==> src/rtl/ev_counter_ctrl_if.sv <==
// ev_counter_ctrl_if: valid/ready command port of the event counter sequencer
interface ev_counter_ctrl_if #(
    parameter int WIDTH = 8
);
    logic             cmd_valid;
    logic             cmd_ready;
    logic [1:0]       cmd_op;
    logic [WIDTH-1:0] cmd_data;
    modport master (output cmd_valid, output cmd_op, output cmd_data, input cmd_ready);
    modport slave (input cmd_valid, input cmd_op, input cmd_data, output cmd_ready);
endinterface

==> src/rtl/ev_counter_ctrl.sv <==
// ev_counter_ctrl: command-driven sequencer for the event counter's clear/increment strobes
module ev_counter_ctrl #(
    parameter int WIDTH      = 8,
    parameter int PRESCALE_W = 4
) (
    input  logic             clk,
    input  logic             rst_n,
    input  logic             ena,
    ev_counter_ctrl_if.slave bus,
    input  logic [WIDTH-1:0] cnt_q,
    output logic             cnt_clr,
    output logic             cnt_en,
    output logic             busy,
    output logic             done,
    output logic [1:0]       state
);
    typedef enum logic [1:0] {IDLE, LOAD, RUN, DONE} state_t;
    typedef enum logic [1:0] {OP_SET_LIMIT, OP_SET_PRESCALE, OP_START, OP_STOP} op_t;
    state_t                st, st_nx;
    logic [WIDTH-1:0]      limit, limit_nx;
    logic [PRESCALE_W-1:0] prescale, prescale_nx, pcnt, pcnt_nx;
    logic                  auto_reload, auto_reload_nx;
    logic                  at_limit, accept;
    assign at_limit      = cnt_q == limit;
    assign bus.cmd_ready = ena && (st == IDLE || (st == RUN && !at_limit));
    assign accept        = bus.cmd_valid && bus.cmd_ready;
    assign busy          = st != IDLE;
    assign state         = st;
    // state and configuration registers; ena=0 holds them via the next-state defaults
    always_ff @(posedge clk or negedge rst_n) begin
        if (!rst_n) begin
            st          <= IDLE;
            limit       <= '1;
            prescale    <= '0;
            pcnt        <= '0;
            auto_reload <= 1'b0;
        end else begin
            st          <= st_nx;
            limit       <= limit_nx;
            prescale    <= prescale_nx;
            pcnt        <= pcnt_nx;
            auto_reload <= auto_reload_nx;
        end
    end
    // sequencing: strobes from the current state, then an accepted command overrides the next state
    always_comb begin
        st_nx          = st;
        limit_nx       = limit;
        prescale_nx    = prescale;
        pcnt_nx        = pcnt;
        auto_reload_nx = auto_reload;
        cnt_clr        = 1'b0;
        cnt_en         = 1'b0;
        done           = 1'b0;
        if (ena) begin
            case (st)
                IDLE: ;
                LOAD: begin
                    cnt_clr = 1'b1;
                    pcnt_nx = '0;
                    st_nx   = RUN;
                end
                RUN: begin
                    if (at_limit) begin
                        st_nx = DONE;
                    end else if (pcnt == prescale) begin
                        cnt_en  = 1'b1;
                        pcnt_nx = '0;
                    end else begin
                        pcnt_nx = pcnt + 1'b1;
                    end
                end
                DONE: begin
                    done  = 1'b1;
                    st_nx = auto_reload ? LOAD : IDLE;
                end
            endcase
            if (accept) begin
                case (op_t'(bus.cmd_op))
                    OP_SET_LIMIT:    limit_nx = bus.cmd_data;
                    OP_SET_PRESCALE: prescale_nx = bus.cmd_data[PRESCALE_W-1:0];
                    OP_START: begin
                        auto_reload_nx = bus.cmd_data[0];
                        st_nx          = LOAD;
                    end
                    OP_STOP: begin
                        auto_reload_nx = 1'b0;
                        st_nx          = IDLE;
                    end
                endcase
            end
        end
    end
endmodule

==> src/flat_wrapper.sv <==
// flat-port wrapper written by rule: the top's interface ports become plain ports
module ev_counter_ctrl_flat 
#(
    parameter int WIDTH      = 8,
    parameter int PRESCALE_W = 4
)
  (clk, rst_n, ena, cnt_q, cnt_clr, cnt_en, busy, done, state, bus_cmd_valid, bus_cmd_op, bus_cmd_data, bus_cmd_ready);
  ev_counter_ctrl_if #(.WIDTH(WIDTH)) bus_i ();
  input  logic clk;
  input  logic rst_n;
  input  logic ena;
  input  logic [WIDTH-1:0] cnt_q;
  output logic cnt_clr;
  output logic cnt_en;
  output logic busy;
  output logic done;
  output logic [1:0] state;
  input wire logic [$bits(bus_i.cmd_valid)-1:0] bus_cmd_valid;
  input wire logic [$bits(bus_i.cmd_op)-1:0] bus_cmd_op;
  input wire logic [$bits(bus_i.cmd_data)-1:0] bus_cmd_data;
  output wire logic [$bits(bus_i.cmd_ready)-1:0] bus_cmd_ready;
  assign bus_i.cmd_valid = bus_cmd_valid;
  assign bus_i.cmd_op = bus_cmd_op;
  assign bus_i.cmd_data = bus_cmd_data;
  assign bus_cmd_ready = bus_i.cmd_ready;
  ev_counter_ctrl #(.WIDTH(WIDTH), .PRESCALE_W(PRESCALE_W)) u_core (.clk(clk), .rst_n(rst_n), .ena(ena), .bus(bus_i), .cnt_q(cnt_q), .cnt_clr(cnt_clr), .cnt_en(cnt_en), .busy(busy), .done(done), .state(state));
endmodule
==> config.mk <==
export PLATFORM = sky130hd
export DESIGN_NAME = ev_counter_ctrl_flat
export DESIGN_NICKNAME = d
export VERILOG_FILES = /design/src/rtl/ev_counter_ctrl_if.sv /design/src/rtl/ev_counter_ctrl.sv /design/src/flat_wrapper.sv
export SDC_FILE = /design/constraint.sdc
export NUM_CORES = 1
export LEC_CHECK = 0
export CELL_PAD_IN_SITES_DETAIL_PLACEMENT = 0
export CELL_PAD_IN_SITES_GLOBAL_PLACEMENT = 2
export CORE_UTILIZATION = 27
export CTS_CLUSTER_DIAMETER = 100
export DETAILED_ROUTE_END_ITERATION = 8
export GPL_TIMING_DRIVEN = 0
export HOLD_SLACK_MARGIN = 0.15
export PLACE_DENSITY = 0.81
export SYNTH_ARGS = -nofsm -noshare
export SYNTH_HDL_FRONTEND = slang
export SYNTH_SLANG_ARGS = --single-unit
export TNS_END_PERCENT = 50
==> constraint.sdc <==
create_clock -name clk -period 1.74 [get_ports clk]
set_input_delay 0.348 -clock clk [delete_from_list [all_inputs] [get_ports clk]]
set_output_delay 0.348 -clock clk [all_outputs]
set_load 0.005 [all_outputs]
== After elaboration in Yosys (flattened, before gate mapping) ==
Index checks and enable logic that the tools add are counted.

* Input bits: 22
* Flip-flop bits (word level): 19
* Output and inout port bits: 7
* Word-level logic and storage cells: 46

* Muxes and demuxes: 17
* Reductions and logical operators: 14
* Add/subtract/negate cells: 1
* Eq/ne operators: 9

{| class="wikitable"
|+ Operators by type and width
! cell !! number
|-
| AND reduction 3 bit || 4
|-
| 2-to-1 mux 1 bit || 9
|-
| equality test 2 bit (second input constant) || 4
|-
| equality test 8 bit || 1
|-
| 2-to-1 mux 4 bit || 2
|-
| one-hot mux 4 bit (2 select lines) || 1
|-
| one-hot mux 2 bit (3 select lines) || 1
|-
| nonzero test 2 bit || 3
|-
| adder 4 x 1 -> 4 bit (second input constant) || 1
|-
| equality test 2 x 1 -> 1 bit (second input constant) || 2
|-
| equality test 4 bit || 1
|-
| logical NOT 2 bit || 2
|-
| 2-to-1 mux 2 bit || 2
|-
| one-hot mux 2 bit (2 select lines) || 1
|-
| logical AND 1 bit || 3
|-
| != test 2 bit (second input constant) || 1
|-
| one-hot mux 1 bit (2 select lines) || 1
|-
| logical NOT 1 bit || 1
|-
| logical OR 1 bit || 1
|}

== Depth between registers and ports, before layout ==
Gate-level depths: netlist of the first run.

* Word-level depth: 7
* Depth in mapped cells: 7
* Depth with buffers taken out: 7

== Worst setup path after synthesis of the first run ==
No wires, ideal clock.

* Kind: reg2reg
* Start point: register u_core.limit[1]
* End point: register u_core.limit[0]
* Data arrival time: 1792 ps
* Data required time: 1658 ps
* Setup time: 82 ps
* Clock period less this slack: 1875 ps
* Stages on the path, launching flop included: 6
* Setup slack: -135 ps
* Path buffers: 0
* Cell sequence: dfstp_2 xnor2_1 nand4_2 o31a_1 o21ai_4 mux2_2

* Cells in the longest elaborated chain, start to end: 7

{| class="wikitable"
|+ Ends and longest elaborated chain
! what !! line !! text
|-
| start, declared || ev_counter_ctrl.sv:20 || <nowiki>logic [WIDTH-1:0] limit, limit_nx;</nowiki>
|-
| start signal, assigned || ev_counter_ctrl.sv:39 || <nowiki>limit <= limit_nx;</nowiki>
|-
| equality test 8 bit || ev_counter_ctrl.sv:24 || <nowiki>assign at_limit = cnt_q == limit;</nowiki>
|-
| logical NOT 1 bit || ev_counter_ctrl.sv:25 || <nowiki>assign bus.cmd_ready = ena && (st == IDLE || (st == RUN && !at_limit));</nowiki>
|-
| logical AND 1 bit || ev_counter_ctrl.sv:25 ||
|-
| logical OR 1 bit || ev_counter_ctrl.sv:25 ||
|-
| logical AND 1 bit || ev_counter_ctrl.sv:25 ||
|-
| logical AND 1 bit || ev_counter_ctrl.sv:26 || <nowiki>assign accept = bus.cmd_valid && bus.cmd_ready;</nowiki>
|-
| AND reduction 3 bit (no line) || -- ||
|}

No other way between the ends.
A chain may end at the register's enable or synchronous reset.

== Worst setup path in the final report of the first run ==
* Start point: register u_core.limit[5]
* End point: output port bus_cmd_ready

* Cells in the longest elaborated chain, start to end: 5

{| class="wikitable"
|+ Ends and longest elaborated chain
! what !! line !! text
|-
| equality test 8 bit || ev_counter_ctrl.sv:24 ||
|-
| logical NOT 1 bit || ev_counter_ctrl.sv:25 ||
|-
| logical AND 1 bit || ev_counter_ctrl.sv:25 ||
|-
| logical OR 1 bit || ev_counter_ctrl.sv:25 ||
|-
| logical AND 1 bit || ev_counter_ctrl.sv:25 ||
|-
| end, declared || flat_wrapper.sv:21 || <nowiki>output wire logic [$bits(bus_i.cmd_ready)-1:0] bus_cmd_ready;</nowiki>
|}

No other way between the ends.

==> summary.txt, run 1 <==
Failing checks = negative setup slack
Post-route cell area = 1840 sq um
Relative slew slack = 0.418
Total of max-cap violations = 0
Drt initial violations = 27
Min-Delay Path Class = input pin to flip-flop
Final wirelength = 2760 um
Synth-to-Final Area Change = 60.2%
Detailed Place HPWL = 1820 um
Power Dens Cells = 1430 nW/um^2
Top cell type's share of synthesized area = 0.240
Count of cell types in the netlist = 35
Syn_nets = 131
Row cnt = 23
Pin slew with the least headroom to its limit = 0.871 ns
IO Pins = 29
Longest Clk Path Bufs = 2
Cell taking the most area after synthesis = dfrtp_1
CP Cell Sequence = xnor2_2 > nand2_2 > o31a_1 > nor2_2 > nor2b_1 > buf_2
Via count = 935
Worst Skew = 0.00176 ns
CP Max Fanout = 3
Die height = 67.2 um
WS Path Type = flip-flop to output pin
Synthesized area = 1150 sq um
Critical Path Sink Type = output pin
Syn Inst Count = 103
CP top delay family = flip-flops
Worst endpoint required time = 1.39 ns
Most common cell after layout, fill and taps aside = clkdlybuf4s50_1
FILL cells = 388
Synth area leaders = dfrtp_1, dfstp_2, mux2_2
1st-pass router iterations = 2
Hold Fails Final Rpt = 0
Initial antenna violation count = 0
Setup ws final = -0.270 ns
Die ar. = 4510 sq um
Drt via density = 4.75
Status = complete, but fails checks
Worst VDD drop = 0.000587 V
Clk slew on worst S/H paths = 0.07 ns
PortBufs = 26
Area after DPL = 1470 sq um
Achievable frequency = 497 MHz
Setup tns final = -3.48 ns
CTS tree = done
Grt ovf = 0
H-tree level count = 1
Period minus WS final = 2.01 ns
Initial Utilization = 0.284
Share of layout cells above drive strength 1 = 0.469
Post-DRT Antenna Nets = 0
Slowest CP cell = dfstp_2
Crit path launch type = flip-flop
DRC = 0
Core area = 4030 sq um
Final setup viols = 18
GP Congestion = 0.741
Seq/Total Area, Yosys = 0.424
Global-route wire length before repair = 4430 um
Nets@finish = 176
Worst path max stage delay = 0.56 ns
Commonest cells after routing, fill and taps aside = clkdlybuf4s50_1, dfrtp_1, mux2_4, buf_6, dfstp_2
CP bufs+invs = 1
Clock Tree Root = clkbuf_8
Unrepaired setup endpoints after global routing = yes
Yosys warns = 0
Yosys reg bits = 19
Die width = 67.2 um
Max Slew Vio Count = 0
Hold slack = 0.422 ns
Vias in the first global route = 962
Routed WL per cell = 14.0 um
Clk Latency, worst-skew pair = 0.25 ns
Diode count = 0
# clock sinks = 19
Part of the cycle the worst path needs = 1.16
Arrival @ worst endpoint = 1.66 ns
GRT Util Overall = 0.133
Total CTS buffers = 3
Worst slack at placement = -0.874 ns
P_leak = 0.000818 uW
Largest net degree at the start of global routing = 20
Mapped Avg Cell Area = 11.1 sq um
==> final timing paths <==
| kind | from | end | slack (ns) | cells after the start |
|---|---|---|---|---|
| max | u_core.limit[5] | bus_cmd_ready | -0.27 | 6 |
| min | ena | u_core.state[1] | 0.42 | 2 |
| max reg2reg | u_core.limit[5] | u_core.limit[1] | -0.22 | 7 |
| min reg2reg | u_core.prescale[2] | u_core.prescale[2] | 0.54 | 1 |
| max in group asynchronous | rst_n | u_core.state[0] | 0.56 | 1 |
| min in group asynchronous | rst_n | u_core.prescale[3] | 0.59 | 1 |
==> routing by layer <==
layer  vias to the layer above  wire [um]  GRT usage
li1                        461          -          -
met1                       447       1190      0.166
met2                        23       1450      0.230
met3                         4        102     0.0203
met4                         0         22     0.0479
met5                         -          0          0
==> Yosys cell counts <==
cell type / n
nor3_1: 2
o311ai_4: 1
o21ai_0: 2
buf_2: 1
and2_1: 2
o21ai_4: 1
o31ai_1: 1
nand3_1: 6
mux2_2: 12
o221ai_1: 1
o31a_1: 1
clkbuf_1: 2
nand2b_1: 1
and3_1: 1
a21o_1: 1
o2bb2ai_1: 3
nand4_1: 1
ha_1: 6
a21oi_1: 1
nor2b_1: 1
dfrtp_1: 11
or3_1: 1
a211oi_1: 2
nor2_1: 4
nand2_1: 7
o2111ai_1: 1
o21ai_2: 1
nor4b_1: 1
nand4_2: 1
dfstp_2: 8
inv_1: 3
a31oi_1: 2
nor4_1: 1
nor3b_1: 1
xnor2_1: 12
==> cells by family after synthesis <==
group                      Yosys count  synth area share
AOI/OAI and AO/OA                   18             0.141
and+or+nand+nor                     30             0.140
buffers and inverters                6            0.0207
adders and majority gates            6            0.0655
xor gates and xnor gates            12            0.0917
DFF                                 19             0.424
muxes                               12             0.118
==> registers in the layout, summed over array words and instances (netlist names) <==
signal / count
u_core.limit: 8
u_core.state: 2
u_core.prescale: 4
u_core.auto_reload: 1
u_core.pcnt: 4
==> area by class of cell <==
class                   instances  area [sq um]  share of cell area
well taps                      50          62.6              0.0341
clock buffers                   4          45.0              0.0245
plain buffers                   2          8.76             0.00477
repair buffers                 41           407               0.222
flip-flops and latches         19           488               0.266
multi-input cells              78           811               0.442
inverters                       3          13.8             0.00750
==> power by group <==
part / total (uW) / switching (uW) / internal (uW)
Combinational: 1420 / 566 / 855
Sequential: 893 / 197 / 695
Clock: 307 / 144 / 163
Total: 2620 / 908 / 1710
==> what timing repair did <==
action / CTS / global route
pin swaps: 11 / 8
endpoints found under the setup margin: 22 / 21
setup buffers: 13 / 2
gates resized for setup: 35 / 31
hold buffers: 0 / 0
==> through the flow <==
step / cells / power [uW] / util
2_1_floorplan: 103 / 1430 / -
3_3_place_gp: 179 / 1690 / 0.365
3_5_place_dp: 179 / 1710 / 0.365
4_1_cts: 195 / 2380 / 0.421
5_1_grt: 197 / 2800 / 0.456
6_report: 197 / 2620 / 0.456
Power figures use the tool's default switching activity.
==> run 2, diff against run 1 <==
- RECOVER_POWER: not set -> 25
==> run 2 against run 1 <==
  * The flow still finishes with violations (negative setup slack)
  * Clock power is essentially flat
  * First-iteration DRC count is the same
  * Clock-buffer cell count is the same
  * Hold slack is the same
  * Critical path depth is the same
  * Non-clock buffer count is the same
  * Via count is the same
  * Design area is the same
  * Register-to-register slack is essentially flat
  * Cell count is the same
  * Global-route usage is the same
  * Largest power group unchanged
==> summary.txt, run 2 (synthesis results as in run 1) <==
Status = complete, but fails checks (unchanged)
Failing checks = negative setup slack (unchanged)
Clk slew on worst S/H paths = 0.07 ns (about the same)
Nets@finish = 176 (unchanged)
CTS tree = done (unchanged)
Share of layout cells above drive strength 1 = 0.469 (unchanged)
Arrival @ worst endpoint = 1.66 ns (about the same)
Via count = 935 (unchanged)
Total power = 2620 uW (about the same)
Routed WL per cell = 14.0 um (unchanged)
Top flop regs = u_core.limit: 8 flops, u_core.pcnt: 4 flops, u_core.prescale: 4 flops (unchanged)
CP top delay family = flip-flops (unchanged)
Crit path launch type = flip-flop (unchanged)
Largest net degree at the start of global routing = 20 (unchanged)
Diode count = 0 (unchanged)
Worst endpoint required time = 1.39 ns (about the same)
1st-pass router iterations = 2 (unchanged)
Drt initial violations = 27 (unchanged)
Hold Fails Final Rpt = 0 (unchanged)
Relative slew slack = 0.412 (was 0.418)
Worst Skew = 0.00176 ns (unchanged)
Post-DRT Antenna Nets = 0 (unchanged)
GP Congestion = 0.741 (unchanged)
Crit path depth = 6 (unchanged)
Longest Clk Path Bufs = 2 (unchanged)
Vias in the first global route = 962 (unchanged)
Die height = 67.2 um (unchanged)
P_leak = 0.000818 uW (about the same)
Worst path max stage delay = 0.56 ns (about the same)
Multi-input gate area = 811 sq um (unchanged)
Achievable frequency = 497 MHz (unchanged)
Total of max-cap violations = 0 (unchanged)
# clock sinks = 19 (unchanged)
Unrepaired setup endpoints after global routing = yes (unchanged)
Clk Latency, worst-skew pair = 0.25 ns (about the same)
IO Pins = 29 (unchanged)
Most common cell after layout, fill and taps aside = clkdlybuf4s50_1 (unchanged)
Hold path depth = 2 (unchanged)
Final setup viols = 18 (unchanged)
Setup ws final = -0.270 ns (unchanged)
PortBufs = 26 (unchanged)
CP Cell Sequence = xnor2_2 > nand2_2 > o31a_1 > nor2_2 > nor2b_1 > buf_2 (unchanged)
Initial antenna violation count = 0 (unchanged)
FILL cells = 388 (unchanged)
Die width = 67.2 um (unchanged)
Global-route wire length before repair = 4430 um (unchanged)
Initial Utilization = 0.284 (unchanged)
DRC = 0 (unchanged)
Max Slew Vio Count = 0 (unchanged)
Total CTS buffers = 3 (unchanged)
Biggest register = u_core.limit (unchanged)
Die ar. = 4510 sq um (unchanged)
Register area = 488 sq um (unchanged)
Worst R2R Setup Slack = -0.22 ns (about the same)
Final wirelength = 2760 um (unchanged)
Critical Path Sink Type = output pin (unchanged)
Setup tns final = -3.48 ns (unchanged)
Min-Delay Path Class = input pin to flip-flop (unchanged)
Drt via density = 4.75 (unchanged)
Grt ovf = 0 (unchanged)
Power Dens Cells = 1430 nW/um^2 (about the same)
Worst VDD drop = 0.000587 V (about the same)
Largest register FFs = 8 (unchanged)
Hold buffer count at cts = 0 (unchanged)
Period minus WS final = 2.01 ns (unchanged)
Commonest cells after routing, fill and taps aside = clkdlybuf4s50_1, dfrtp_1, mux2_4, buf_6, dfstp_2 (unchanged)
Core area = 4030 sq um (unchanged)
Synth-to-Final Area Change = 60.2% (unchanged)
Part of the cycle the worst path needs = 1.16 (unchanged)
Row cnt = 23 (unchanged)
Detailed Place HPWL = 1820 um (unchanged)
CP bufs+invs = 1 (unchanged)
WS Path Type = flip-flop to output pin (unchanged)
Slowest CP cell = dfstp_2 (unchanged)
GRT Util Overall = 0.133 (unchanged)
Pin slew with the least headroom to its limit = 0.879 ns (was 0.871 ns)
Clock Tree Root = clkbuf_8 (unchanged)
CP Max Fanout = 3 (unchanged)
R2R depth = 7 (unchanged)
H-tree level count = 1 (unchanged)
## run 2: cell types whose count changed in the layout (fill, tap and decap cells not counted)
cell,before,now
clkdlybuf4s50_1,13,12
dlygate4sd3_1,0,1
## run 2: worst register-to-register path, cell delays in order (launching register included)
cell     delay (ns)
dfstp_2        0.56
xnor2_2        0.12
nand2_2        0.10
o31a_1         0.35
buf_6          0.15
o21ai_4        0.16
buf_12         0.15
mux2_4         0.31
## run 2: path summary, 6_finish.rpt
check,start,end
min in group asynchronous,rst_n,u_core.prescale[3]
setup reg to reg,u_core.limit[5],u_core.limit[1]
hold / removal,ena,u_core.state[1]
max in group asynchronous,rst_n,u_core.state[0]
hold reg to reg,u_core.prescale[2],u_core.prescale[2]
setup / recovery,u_core.limit[5],bus_cmd_ready
## run 2: timing repair
| item | 4_1_cts | 5_1_grt |
|---|---|---|
| buffers inserted | 13 | 2 |
| endpoints found under the hold margin | 0 | 0 |
| setup endpoints to repair | 22 | 21 |
| pin swaps | 11 | 8 |
| gates resized for setup | 35 | 31 |
## run 2: final cells by class
class,count,area share
plain buffers,2,0.00477
clock buffers,4,0.0245
inverters,3,0.00750
multi-input cells,78,0.442
flip-flops and latches,19,0.266
well taps,50,0.0341
repair buffers,41,0.222
## run 2: where the power goes
group	total, uW	leakage (uW)	switching, uW	internal (uW)
registers	893	0.000225	197	695
logic	1420	0.000571	566	854
clock network	307	0.0000228	144	163
total	2620	0.000818	908	1710
## run 2: through the flow
stage / setup slack [ns] / cell area (sq um) / std cells / util / hold slack (ns)
finish: -0.270 / 1840 / 197 / 0.456 / 0.422
global route: -0.349 / 1840 / 197 / 0.456 / 0.433
CTS: -0.324 / 1700 / 195 / 0.421 / 0.422
detailed placement: -0.874 / 1470 / 179 / 0.365 / 0.519
global placement: -0.856 / 1470 / 179 / 0.365 / 0.513
floorplan: -0.104 / 1150 / 103 / - / 0.0524
## run 2: layer usage
| layer | part of all wire | track usage | vias to the layer above |
|---|---|---|---|
| li1 | - | - | 461 |
| met1 | 0.43 | 0.166 | 447 |
| met4 | 0.0080 | 0.0479 | 0 |
| met3 | 0.037 | 0.0203 | 4 |
| met2 | 0.52 | 0.230 | 23 |
| met5 | 0 | 0 | - |
